$ cat config.mk
export PLATFORM = sky130hd
export DESIGN_NAME = uart_tx_arbiter
export DESIGN_NICKNAME = d
export VERILOG_FILES = /design/src/rtl/uart_arb_pkg.sv /design/src/rtl/rr_pointer_picker.sv /design/src/rtl/uart_tx_arbiter.sv
export SDC_FILE = /design/constraint.sdc
export NUM_CORES = 1
export LEC_CHECK = 0
export CAP_MARGIN = 20
export CORE_AREA = 4 4 71 79
export CTS_CLUSTER_DIAMETER = 80
export DETAILED_ROUTE_END_ITERATION = 10
export DIE_AREA = 0 0 75 83
export SYNTH_ARGS = -nofsm -noshare
export SYNTH_HDL_FRONTEND = slang
export SYNTH_SLANG_ARGS = --single-unit
$ cat constraint.sdc
create_clock -name clk -period 2.2 [get_ports clk]
set_clock_uncertainty 0.05 [all_clocks]
set_input_delay 0.66 -clock clk [delete_from_list [all_inputs] [get_ports clk]]
set_output_delay 0.66 -clock clk [all_outputs]
set_load 0.01 [all_outputs]
$ cat src/rtl/uart_arb_pkg.sv
// Shared types, constants and the round-robin pick function for the UART TX arbiter.
package uart_arb_pkg;

   // Arbiter states: waiting for a requester, or streaming the owner's message.
   typedef enum logic {
      IDLE = 1'b0,
      XFER = 1'b1
   } arb_state_e;

   // End-of-line byte that requesters normally flag as the last byte of a message.
   localparam logic [7:0] ASCII_NL = 8'h0A;

   // Widest requester set the pick function handles.
   localparam int unsigned RR_MAX_REQ = 8;
   localparam int unsigned RR_IDX_W   = 3;

   // First set bit of req[n-1:0], searching upward from ptr with wrap; 0 when none is set.
   function automatic logic [RR_IDX_W-1:0] rr_pick(
      input logic [RR_MAX_REQ-1:0] req,
      input logic [RR_IDX_W-1:0]   ptr,
      input int unsigned           n
   );
      logic [RR_IDX_W-1:0] win;
      logic                found;
      int unsigned         idx;
      win   = '0;
      found = 1'b0;
      for (int unsigned k = 0; k < RR_MAX_REQ; k++) begin
         idx = 32'(ptr) + k;
         if (idx >= n) begin
            idx = idx - n;
         end
         if ((k < n) && !found && req[idx[RR_IDX_W-1:0]]) begin
            win   = idx[RR_IDX_W-1:0];
            found = 1'b1;
         end
      end
      return win;
   endfunction

endpackage

$ cat src/rtl/rr_pointer_picker.sv
// Combinational round-robin picker: masked priority encode of req starting at ptr.
module rr_pointer_picker #(
   parameter int unsigned N_REQ = 2,
   parameter int unsigned ID_W  = (N_REQ > 1) ? $clog2(N_REQ) : 1
) (
   input  logic [N_REQ-1:0] req_i,
   input  logic [ID_W-1:0]  ptr_i,
   output logic [ID_W-1:0]  winner_o,
   output logic             any_o
);
   import uart_arb_pkg::*;

   logic [RR_MAX_REQ-1:0] req_ext;
   logic [RR_IDX_W-1:0]   ptr_ext;

   // Widen to the pick function's fixed width; unused high requests read as zero.
   assign req_ext  = RR_MAX_REQ'(req_i);
   assign ptr_ext  = RR_IDX_W'(ptr_i);

   // Winner index and a flag that any request is present.
   assign winner_o = ID_W'(rr_pick(req_ext, ptr_ext, N_REQ));
   assign any_o    = |req_i;

endmodule

$ cat src/rtl/uart_tx_arbiter.sv
// Message-atomic round-robin arbiter sharing one UART TX byte channel among N_REQ requesters.
// The owner keeps the channel until it hands over a last-flagged byte, hits the length cap,
// or stalls for too long.
module uart_tx_arbiter #(
   parameter int unsigned N_REQ        = 2,
   parameter int unsigned MAX_MSG      = 64,
   parameter int unsigned STALL_CYCLES = 1024,
   localparam int unsigned ID_W        = (N_REQ > 1) ? $clog2(N_REQ) : 1
) (
   input  logic                 clk,
   input  logic                 rst,
   input  logic [N_REQ-1:0]     req_valid,
   input  logic [8*N_REQ-1:0]   req_data,
   input  logic [N_REQ-1:0]     req_last,
   output logic [N_REQ-1:0]     req_ready,
   input  logic                 output_busy,
   output logic                 output_en,
   output logic [7:0]           output_data,
   output logic                 grant_valid,
   output logic [ID_W-1:0]      grant_id,
   output logic                 err_stall,
   output logic                 err_len
);
   import uart_arb_pkg::*;

   localparam int unsigned BC_W = $clog2(MAX_MSG + 1);
   localparam int unsigned SC_W = $clog2(STALL_CYCLES + 1);

   arb_state_e        state_q;
   logic [ID_W-1:0]   rr_ptr_q;
   logic [ID_W-1:0]   rr_ptr_d;
   logic [ID_W-1:0]   grant_id_q;
   logic              grant_valid_q;
   logic              guard_q;
   logic [BC_W-1:0]   byte_cnt_q;
   logic [SC_W-1:0]   stall_cnt_q;
   logic              output_en_q;
   logic [7:0]        output_data_q;
   logic              err_stall_q;
   logic              err_len_q;

   logic [ID_W-1:0]   winner_c;
   logic              any_c;
   logic [7:0]        data_arr [N_REQ];
   logic              cur_valid_c;
   logic              cur_last_c;
   logic [7:0]        cur_data_c;
   logic              slot_open_c;
   logic              accept_c;

   // Round-robin choice among waiting requesters, starting at rr_ptr.
   rr_pointer_picker #(
      .N_REQ (N_REQ),
      .ID_W  (ID_W)
   ) u_picker (
      .req_i    (req_valid),
      .ptr_i    (rr_ptr_q),
      .winner_o (winner_c),
      .any_o    (any_c)
   );

   // Split the flat data bus into one byte per requester.
   for (genvar i = 0; i < N_REQ; i++) begin : g_split
      assign data_arr[i] = req_data[8*i +: 8];
   end

   // Owner's handshake view and the one-byte-per-slot accept condition.
   assign cur_valid_c = req_valid[grant_id_q];
   assign cur_last_c  = req_last[grant_id_q];
   assign cur_data_c  = data_arr[grant_id_q];
   assign slot_open_c = (state_q == XFER) && !output_busy && !guard_q;
   assign accept_c    = slot_open_c && cur_valid_c;

   // After a release the current owner drops to lowest priority.
   assign rr_ptr_d = (32'(grant_id_q) == N_REQ - 1) ? '0 : grant_id_q + ID_W'(1);

   // Ready goes only to the owner, and only when a strobe slot is free.
   always_comb begin
      req_ready = '0;
      if (slot_open_c) begin
         req_ready[grant_id_q] = 1'b1;
      end
   end

   // Arbitration FSM with registered strobe, data, grant and error outputs.
   always_ff @(posedge clk or posedge rst) begin
      if (rst) begin
         state_q       <= IDLE;
         rr_ptr_q      <= '0;
         grant_id_q    <= '0;
         grant_valid_q <= 1'b0;
         guard_q       <= 1'b0;
         byte_cnt_q    <= '0;
         stall_cnt_q   <= '0;
         output_en_q   <= 1'b0;
         output_data_q <= '0;
         err_stall_q   <= 1'b0;
         err_len_q     <= 1'b0;
      end else begin
         output_en_q <= 1'b0;
         guard_q     <= 1'b0;
         err_stall_q <= 1'b0;
         err_len_q   <= 1'b0;
         unique case (state_q)
            IDLE: begin
               if (any_c) begin
                  state_q       <= XFER;
                  grant_id_q    <= winner_c;
                  grant_valid_q <= 1'b1;
                  byte_cnt_q    <= '0;
                  stall_cnt_q   <= '0;
               end
            end
            XFER: begin
               if (accept_c) begin
                  output_en_q   <= 1'b1;
                  output_data_q <= cur_data_c;
                  guard_q       <= 1'b1;
                  byte_cnt_q    <= byte_cnt_q + BC_W'(1);
                  stall_cnt_q   <= '0;
                  if (cur_last_c || (byte_cnt_q == BC_W'(MAX_MSG - 1))) begin
                     state_q       <= IDLE;
                     grant_valid_q <= 1'b0;
                     rr_ptr_q      <= rr_ptr_d;
                     err_len_q     <= !cur_last_c;
                  end
               end else if (!cur_valid_c) begin
                  stall_cnt_q <= stall_cnt_q + SC_W'(1);
                  if (stall_cnt_q == SC_W'(STALL_CYCLES - 1)) begin
                     state_q       <= IDLE;
                     grant_valid_q <= 1'b0;
                     rr_ptr_q      <= rr_ptr_d;
                     err_stall_q   <= 1'b1;
                  end
               end
            end
            default: begin
               state_q <= IDLE;
            end
         endcase
      end
   end

   assign output_en   = output_en_q;
   assign output_data = output_data_q;
   assign grant_valid = grant_valid_q;
   assign grant_id    = grant_id_q;
   assign err_stall   = err_stall_q;
   assign err_len     = err_len_q;

endmodule

==> run summary, run 1 <==
number of synthesized flops with an enable pin - 0
drt via density - 5.092
Slew Limit Fails - 0
Synth Instances - 168
Placed Instances - 285
TritonCTS Sinks - 33
Avg Cell Area, Syn - 9.801 um2
I/O pin cnt - 38
Final Hold Viols - 0
Port Buffers - 37
Netlist cell types - 35
largest net degree at the start of global routing - 34
Pre-Repair DR Iteration Count - 4
Die Span Y - 83 um
WHS Endpoint - output_data[2]
endpoint type of the worst setup path - output port
Final period util - 97.98%
Hold Startpoint - output_data[2]
WL per Instance - 13.45 um
initial antenna violation count - 0
Seq/Total Area, Yosys - 50.15%
relative slew slack - 71.45%
leak pwr - 1.095 nW
Finish-stage setup viols - 0
Slew @ Worst Pin - 0.4282 ns
Max VDD drop - 0.4896 mV
Final #Nets - 260
R2R depth - 6
Worst-path clk slew - 0.06 ns
fraction of layout cells with a size suffix above 1 - 19.15%
area delta synth->final - 44.60%
global route total overflow - 0
most frequent cells in the layout - 34 x clkdlybuf4s50_1, 32 x dfrtp_1, 28 x buf_4, 22 x o21ai_0, 16 x nand2_1
CTS Buf Count - 5
TritonCTS clock tree - yes
Worst R2R Setup Slack - 0.32 ns
GP Congestion - 0.8249
post-route minimum period - 2.156 ns
core footprint - 4898 um2
Detailed Route Iter0 Violations - 104
Hold Crit Depth - 2
final wirelength - 3.942 mm
most used flip-flop cell after synthesis - dfrtp_1
worst hold margin - 0.4285 ns
Die Area - 6225 um2
Critical Path AT - 1.45 ns
DRC - 0
reg2reg start - grant_id
Req. time, crit path - 1.49 ns
GRT Util Overall - 13.86%
pwr/cell area - 1063 nW/um2
worst hold path type - reg2reg
total of max-cap violations - 0
Power Total - 2.531 mW
RR Endpoint - rr_ptr_q
global-route wire length before repair - 6.741 mm
number of global-route vias before repair - 1486
flops & latches, synth - 33
Util after Layout - 48.61%
critical path type - in2out
DIE WIDTH - 75 um
starting density of the core - 33.61%
Post-Syn Nets - 193
row count - 27
Max Freq - 0.4639 GHz
# fillers - 473
Antenna Cells - 0
final non-filler cell total - 293
commonest non-fill, non-tap cell in the layout - clkdlybuf4s50_1
Clock Latency Late Sink - 0.28 ns
Synth warnings - 0
Clock Path Buffers - 2
DRT antenna net count - 0
Detailed Place HPWL - 2.934 mm
Async SR Flop Fraction - 100.0%
Cell Area, Synth - 1647 um2
status - finished clean
DR vias - 1492
Startpoint Class - input port
Clk Tree Root Cell - clkbuf_8
CTS H-tree lvls - 2
CP Max Fanout - 3
-- state kept, by name (all words and copies together), names as in the netlist --
name,cells
stall_cnt_q,11
output_data,8
byte_cnt_q,7
err_len,1
err_stall,1
grant_id,1
grant_valid,1
output_en,1
rr_ptr_q,1
state_q,1
-- where the power goes --
group	switching, mW	internal, mW	total, mW
clock	0.213	0.248	0.461
combinational	0.549	0.644	1.19
sequential	0.110	0.767	0.877
-- cell families (layout without fill, tap and decap cells) --
logic type | Yosys count | count (layout) | share of synthesized area, %
fa+ha+maj | 2 | 2 | 1.520
simple gates | 55 | 55 | 17.25
buf+inv | 12 | 79 | 3.040
mux | 12 | 12 | 7.599
compound gates | 54 | 54 | 20.44
flops | 33 | 33 | 50.15
-- cell type report --
type                    count  area, um2  area share [%]
repair buffers             65      569.3           23.91
multi-input cells         123      799.5           33.58
flip-flops and latches     33      827.0           34.73
well taps                  58      72.57           3.048
inverters                   7      26.28           1.104
clock buffers               7      86.33           3.626
-- repair_timing --
item,in CTS,in global routing
gates resized for setup,13,3
endpoints found under the setup margin,8,6
hold buffers,0,0
pin swaps,1,0
gates cloned,0,0
setup buffers,1,0
-- per-layer routing --
layer / routed length (um) / share of wire (%) / global-route usage, %
met2: 1813 / 46 / 20.36
met5: 0 / 0 / 0
met3: 278 / 7.1 / 4.600
met4: 50 / 1.3 / 5.016
met1: 1799 / 46 / 18.72
-- worst max-delay path: stages --
cell and delay, ns:
dlygate4sd2_1 0.27, or2_4 0.25, nor3_2 0.11, buf_2 0.15
-- through the flow --
stage	worst slack, ns	setup TNS (ns)	cell area [um2]
finish	0.04446	0	2381
global route	-0.01071	-0.01071	2381
CTS	0.008094	0	2365
detailed placement	-0.6745	-5.463	2268
global placement	-0.6392	-5.288	2268
floorplan	0.1864	0	1647
-- cells in the mapped netlist (all sizes together), types with 4 or more instances --
cell type  number  area, um2
mux2i          11      113.9
nor2            4      15.01
a21o            6      45.04
nand3          10      50.05
a21oi           9      45.04
o21ai          22      110.1
or3             4      25.02
inv             7      26.28
nand2          16      60.06
nor3            6      30.03
dfrtp          33      825.8
or4             4      30.03
-- worst max-delay path by stage --
stage                       startpoint  slack (ns)  cells after the start              to
after global placement     output_busy       -0.64                      4    req_ready[0]
final                      output_busy        0.04                      4    req_ready[0]
after floorplan            output_busy        0.19                      5   byte_cnt_q[5]
after global routing      req_valid[1]       -0.01                      6   byte_cnt_q[5]
after CTS                 req_valid[1]       0.008                      6  stall_cnt_q[8]
after detailed placement   output_busy       -0.67                      4    req_ready[0]
Note: power is estimated with default switching activity, not from simulation.
==> run 2, diff against run 1 <==
--- a/config.mk
+++ b/config.mk
@@ -6,10 +6,10 @@
 export NUM_CORES = 1
 export LEC_CHECK = 0
 export CAP_MARGIN = 20
-export CORE_AREA = 4 4 71 79
-export CTS_CLUSTER_DIAMETER = 80
+export CORE_AREA = 4 4 67 84
+export CTS_CLUSTER_DIAMETER = 100
 export DETAILED_ROUTE_END_ITERATION = 10
-export DIE_AREA = 0 0 75 83
+export DIE_AREA = 0 0 71 88
 export SYNTH_ARGS = -nofsm -noshare
 export SYNTH_HDL_FRONTEND = slang
 export SYNTH_SLANG_ARGS = --single-unit
==> run 2 against run 1 <==
Worst hold slack improved by 0.0016 ns; register-to-register slack about the same; largest cell class unchanged; critical path depth up 3; clock-buffer cell count unchanged; power increased by 7.2%; utilization increased by 3.4 points; via count is 2.9% higher.
==> run summary, run 2 (synthesis results as in run 1) <==
status - finished clean (unchanged)
Detailed Route Iter0 Violations - 68 (was 104)
Worst-path clk slew - 0.07 ns (was 0.06 ns)
TritonCTS Sinks - 33 (unchanged)
endpoint type of the worst setup path - flip-flop (was output port)
row count - 28 (was 27)
Max VDD drop - 0.5561 mV (was 0.4896 mV)
Finish-stage setup viols - 0 (unchanged)
GRT Util Overall - 14.95% (was 13.86%)
global-route wire length before repair - 7.403 mm (was 6.741 mm)
total of max-cap violations - 0 (unchanged)
Final #Nets - 266 (was 260)
DR vias - 1536 (was 1492)
drt via density - 5.086 (was 5.092)
area delta synth->final - 50.61% (was 44.60%)
Port Buffers - 37 (unchanged)
pwr/cell area - 1094 nW/um2 (was 1063 nW/um2)
Final period util - 96.93% (was 97.98%)
Power Total - 2.713 mW (was 2.531 mW)
GP Congestion - 0.9178 (was 0.8249)
Slew @ Worst Pin - 0.4542 ns (was 0.4282 ns)
worst hold path type - reg2reg (unchanged)
Max Freq - 0.4690 GHz (was 0.4639 GHz)
Biggest register - stall_cnt_q (unchanged)
initial antenna violation count - 0 (unchanged)
Detailed Place HPWL - 3.020 mm (was 2.934 mm)
critical path type - in2reg (was in2out)
Req. time, crit path - 2.36 ns (was 1.49 ns)
I/O pin cnt - 38 (unchanged)
Clock Path Buffers - 2 (unchanged)
CP Max Fanout - 6 (was 3)
final non-filler cell total - 302 (was 293)
final wirelength - 4.139 mm (was 3.942 mm)
WL per Instance - 13.71 um (was 13.45 um)
Die Span Y - 88 um (was 83 um)
RSZ-0062 raised after global routing - yes
post-route minimum period - 2.132 ns (was 2.156 ns)
Antenna Cells - 0 (unchanged)
Clock Latency Late Sink - 0.28 ns (about the same)
max reg flops - 11 (unchanged)
global route total overflow - 0 (unchanged)
DIE WIDTH - 71 um (was 75 um)
Critical Path AT - 2.30 ns (was 1.45 ns)
Pre-Repair DR Iteration Count - 4 (unchanged)
core footprint - 4765 um2 (was 4898 um2)
largest net degree at the start of global routing - 34 (unchanged)
final instance area - 2480 um2 (was 2381 um2)
Clk Tree Root Cell - clkbuf_8 (unchanged)
DP Area - 2286 um2 (was 2268 um2)
CTS Buf Count - 5 (unchanged)
most frequent cells in the layout - 34 x clkdlybuf4s50_1, 34 x buf_4, 32 x dfrtp_1, 21 x o21ai_0, 16 x nand2_1 (was 34 x clkdlybuf4s50_1, 32 x dfrtp_1, 28 x buf_4, 22 x o21ai_0, 16 x nand2_1)
leak pwr - 1.143 nW (was 1.095 nW)
Die Area - 6248 um2 (was 6225 um2)
DRT antenna net count - 0 (unchanged)
starting density of the core - 34.56% (was 33.61%)
relative slew slack - 69.49% (was 71.45%)
CTS H-tree lvls - 2 (unchanged)
Slew Limit Fails - 0 (unchanged)
worst hold margin - 0.4302 ns (was 0.4285 ns)
TritonCTS clock tree - yes (unchanged)
Final Hold Viols - 0 (unchanged)
Startpoint Class - input port (unchanged)
number of global-route vias before repair - 1553 (was 1486)
fraction of layout cells with a size suffix above 1 - 22.73% (was 19.15%)
Placed Instances - 289 (was 285)
cts hold-fix bufs - 0 (unchanged)
DRC - 0 (unchanged)
==> run 2: final cells by class <==
type | instances | area (um2)
fill | 464 | 2285
sequential | 33 | 827.0
multi-input combinational | 123 | 819.5
timing repair buffer | 71 | 615.6
clock buffer | 7 | 86.33
tap | 60 | 75.07
clock inverter | 1 | 30.03
inverter | 7 | 26.28
==> run 2: per-stage QoR <==
step | setup slack, ns | utilization [%] | setup TNS [ns]
3_3_place_gp | -0.6632 | 47.98 | -5.157
3_5_place_dp | -0.6630 | 47.98 | -5.244
5_1_grt | -0.01471 | 52.05 | -0.02113
6_report | 0.06764 | 52.05 | 0
2_1_floorplan | 0.1864 | - | 0
4_1_cts | 0.03779 | 51.26 | 0
==> run 2: critical path, stage by stage <==
cell	delay, ns
clkdlybuf4s50_1	0.50
buf_4	0.14
buf_4	0.10
o21bai_1	0.08
o21a_2	0.16
or4_1	0.51
a21oi_1	0.15
==> run 2: path summary, 6_finish.rpt <==
| path | start | endpoint | slack [ns] | cells after the start |
|---|---|---|---|---|
| hold reg to reg | output_data[6] | output_data[6] | 0.43 | 2 |
| min in group asynchronous | rst | output_data[3] | 0.71 | 3 |
| hold / removal | output_data[6] | output_data[6] | 0.43 | 2 |
| setup / recovery | req_valid[0] | byte_cnt_q[6] | 0.07 | 7 |
| setup reg to reg | stall_cnt_q[0] | stall_cnt_q[10] | 0.31 | 5 |
| max in group asynchronous | rst | grant_id | 1.07 | 3 |
==> run 2: power by group <==
part           total (mW)  internal, mW  switching, mW
logic                1.24         0.675          0.567
clock network       0.591         0.369          0.222
registers           0.881         0.767          0.114
==> run 2: what timing repair did <==
action,CTS,global route
gates cloned,0,0
endpoints found under the setup margin,6,12
buffers inserted,5,0
pin swaps,1,0
gates resized for setup,13,9
==> run 2: per-layer routing <==
metal  GRT usage (%)  up-vias  share of wire (%)
li1                -      767                  -
met1           18.00      728                 44
met2           25.49       35                 49
met3           4.133        6                5.5
met4           5.641        0                1.7
met5               0        -                  0
==> run 3, diff against run 2 <==
==> constraint.sdc (replaced) <==
create_clock -name clk -period 2.7 [get_ports clk]
set_clock_uncertainty 0.05 [all_clocks]
set_input_delay 0.81 -clock clk [delete_from_list [all_inputs] [get_ports clk]]
set_output_delay 0.81 -clock clk [all_outputs]
set_load 0.01 [all_outputs]
==> run 3 against run 2 <==
First-iteration DRC count decreased by 19%; cell area is 8.4% lower; sequential share of layout area up 3.0 points; worst setup slack improved by 0.12 ns; sequential power is 15% lower; routed wire length decreased by 7.1%; sequential cell count unchanged; largest cell class unchanged; highest routed layer unchanged.
==> run summary, run 3 (synthesis results as in run 1) <==
Logic pwr share - 41.9% (was 45.8%)
reg2reg start - grant_id (was stall_cnt_q[0])
Max VDD drop - 0.3952 mV (was 0.5561 mV)
switching power as a share of total power - 35.29% (was 33.26%)
most frequent cells in the layout - 34 x clkdlybuf4s50_1, 33 x dfrtp_1, 22 x o21ai_0, 16 x nand2_1, 15 x buf_4 (was 34 x clkdlybuf4s50_1, 34 x buf_4, 32 x dfrtp_1, 21 x o21ai_0, 16 x nand2_1)
pwr/cell area - 852.1 nW/um2 (was 1094 nW/um2)
Final Hold Viols - 0 (unchanged)
area delta synth->final - 37.92% (was 50.61%)
CTS Buf Count - 5 (unchanged)
DRC - 0 (unchanged)
drt via density - 5.213 (was 5.086)
worst hold path type - reg2reg (unchanged)
Post-CTS Setup Bufs - 0 (was 5)
GP Congestion - 0.8527 (was 0.9178)
relative slew slack - 65.86% (was 69.49%)
global-route wire length before repair - 6.706 mm (was 7.403 mm)
commonest non-fill, non-tap cell in the layout - clkdlybuf4s50_1
Hold Startpoint - output_data[6] (unchanged)
Die Area - 6248 um2 (unchanged)
Startpoint Class - input port (unchanged)
leak pwr - 1.031 nW (was 1.143 nW)
Final period util - 92.92%
Register Area - 825.8 um2 (was 827.0 um2)
initial antenna violation count - 0 (unchanged)
Int Power - 1.252 mW (was 1.811 mW)
DIE WIDTH - 71 um (unchanged)
CP Launch Point - output_busy (was req_valid[0])
total of max-cap violations - 0 (unchanged)
Setup WS pre-CTS - -0.4894 ns (was -0.6630 ns)
critical path type - in2out (was in2reg)
TritonCTS clock tree - yes (unchanged)
Slew @ Worst Pin - 0.5121 ns (was 0.4542 ns)
Req. time, crit path - 1.84 ns (was 2.36 ns)
final wirelength - 3.845 mm (was 4.139 mm)
net switching power - 0.6829 mW (was 0.9025 mW)
row count - 28 (unchanged)
Final #Nets - 247 (was 266)
crit path cell chain - dlygate4sd2_1, nor3b_2, and2_1, clkdlybuf4s15_1 (was clkdlybuf4s50_1, buf_4, buf_4, o21bai_1, o21a_2, or4_1, a21oi_1)
DP Area - 2181 um2 (was 2286 um2)
largest net degree at the start of global routing - 34 (unchanged)
endpoint type of the worst setup path - output port (was flip-flop)
Worst-path clk slew - 0.06 ns (was 0.07 ns)
DRT antenna net count - 0 (unchanged)
WL per Instance - 13.63 um (was 13.71 um)
final instance area - 2271 um2 (was 2480 um2)
Max Freq - 0.3986 GHz
CP Max Fanout - 3 (was 6)
DR vias - 1470 (was 1536)
post-route minimum period - 2.509 ns
TritonCTS Sinks - 33 (unchanged)
Critical Path AT - 1.65 ns (was 2.30 ns)
Detailed Place HPWL - 2.860 mm (was 3.020 mm)
starting density of the core - 34.56% (unchanged)
Biggest register - stall_cnt_q (unchanged)
RSZ-0062 raised after global routing - no (was yes)
fraction of layout cells with a size suffix above 1 - 12.61% (was 22.73%)
CTS H-tree lvls - 2 (unchanged)
# fillers - 499 (was 464)
final non-filler cell total - 282 (was 302)
number of global-route vias before repair - 1421 (was 1553)
Clock Path Buffers - 2 (unchanged)
worst hold margin - 0.4322 ns (was 0.4302 ns)
status - finished clean (unchanged)
core footprint - 4765 um2 (unchanged)
Finish-stage setup viols - 0 (unchanged)
global route total overflow - 0 (unchanged)
Placed Instances - 275 (was 289)
Slew Limit Fails - 0 (unchanged)
Final WS setup - 0.1911 ns (was 0.06764 ns)
multi-input logic area - 780.7 um2 (was 819.5 um2)
max reg flops - 11 (unchanged)
I/O pin cnt - 38 (unchanged)
slowest library cell on the worst path - dlygate4sd2_1 (was or4_1)
Detailed Route Iter0 Violations - 55 (was 68)
Clock Latency Late Sink - 0.29 ns (was 0.28 ns)
Clk pwr share - 19.3% (was 21.8%)
GRT Util Overall - 13.61% (was 14.95%)
Critical Path Max Stage Delay - 0.26 ns (was 0.51 ns)
Port Buffers - 37 (unchanged)
sequential power share - 38.8% (was 32.5%)
CP delay by family, top - buffers and inverters (unchanged)
Clk Tree Root Cell - clkbuf_8 (unchanged)
Die Span Y - 88 um (unchanged)
Pre-Repair DR Iteration Count - 4 (unchanged)
WP buf/inv - 2 (was 3)
Worst R2R Setup Slack - 0.64 ns (was 0.31 ns)
Antenna Cells - 0 (unchanged)
run 3: final cells by class:
type | instances | area share, %
clock buffers | 7 | 3.802
inverters | 7 | 1.157
multi-input cells | 123 | 34.38
flip-flops and latches | 33 | 36.36
well taps | 60 | 3.306
repair buffers | 52 | 20.99
run 3: tightest hold or removal path, stage by stage (launching register included):
cell and delay [ns]:
dfrtp_1 0.34, nand2_1 0.04, o21ai_0 0.06
run 3: path summary, 6_finish.rpt:
path	end	cells after the start
setup reg to reg	rr_ptr_q	5
hold reg to reg	output_data[6]	2
setup / recovery	req_ready[1]	4
min in group asynchronous	output_en	3
hold / removal	output_data[6]	2
max in group asynchronous	output_data[0]	3
run 3: timing repair:
item | CTS | global route
hold buffers | 0 | 0
gates resized for setup | 9 | 0
setup endpoints to repair | 2 | 0
run 3: power groups by stage:
stage | logic, mW | clock network [mW] | registers, mW
after detailed placement | 0.820 | 0 | 0.757
after global routing | 0.901 | 0.412 | 0.778
after floorplan | 0.448 | 0 | 0.738
final | 0.810 | 0.374 | 0.751
after global placement | 0.814 | 0 | 0.760
after CTS | 0.820 | 0.389 | 0.753
run 3: routing by layer:
layer  global-route usage (%)  part of all wire [%]
met4                    5.128                   1.7
met2                    22.36                    48
met5                        0                     0
met3                    4.478                   6.4
met1                    16.67                    44
run 3: stage by stage:
step / setup TNS, ns / util (%) / power, mW
global placement: -0.8991 / 45.77 / 1.574
floorplan: 0 / - / 1.186
detailed placement: -0.9704 / 45.77 / 1.577
finish: 0 / 47.66 / 1.935
global route: 0 / 47.66 / 2.091
CTS: 0 / 47.66 / 1.962
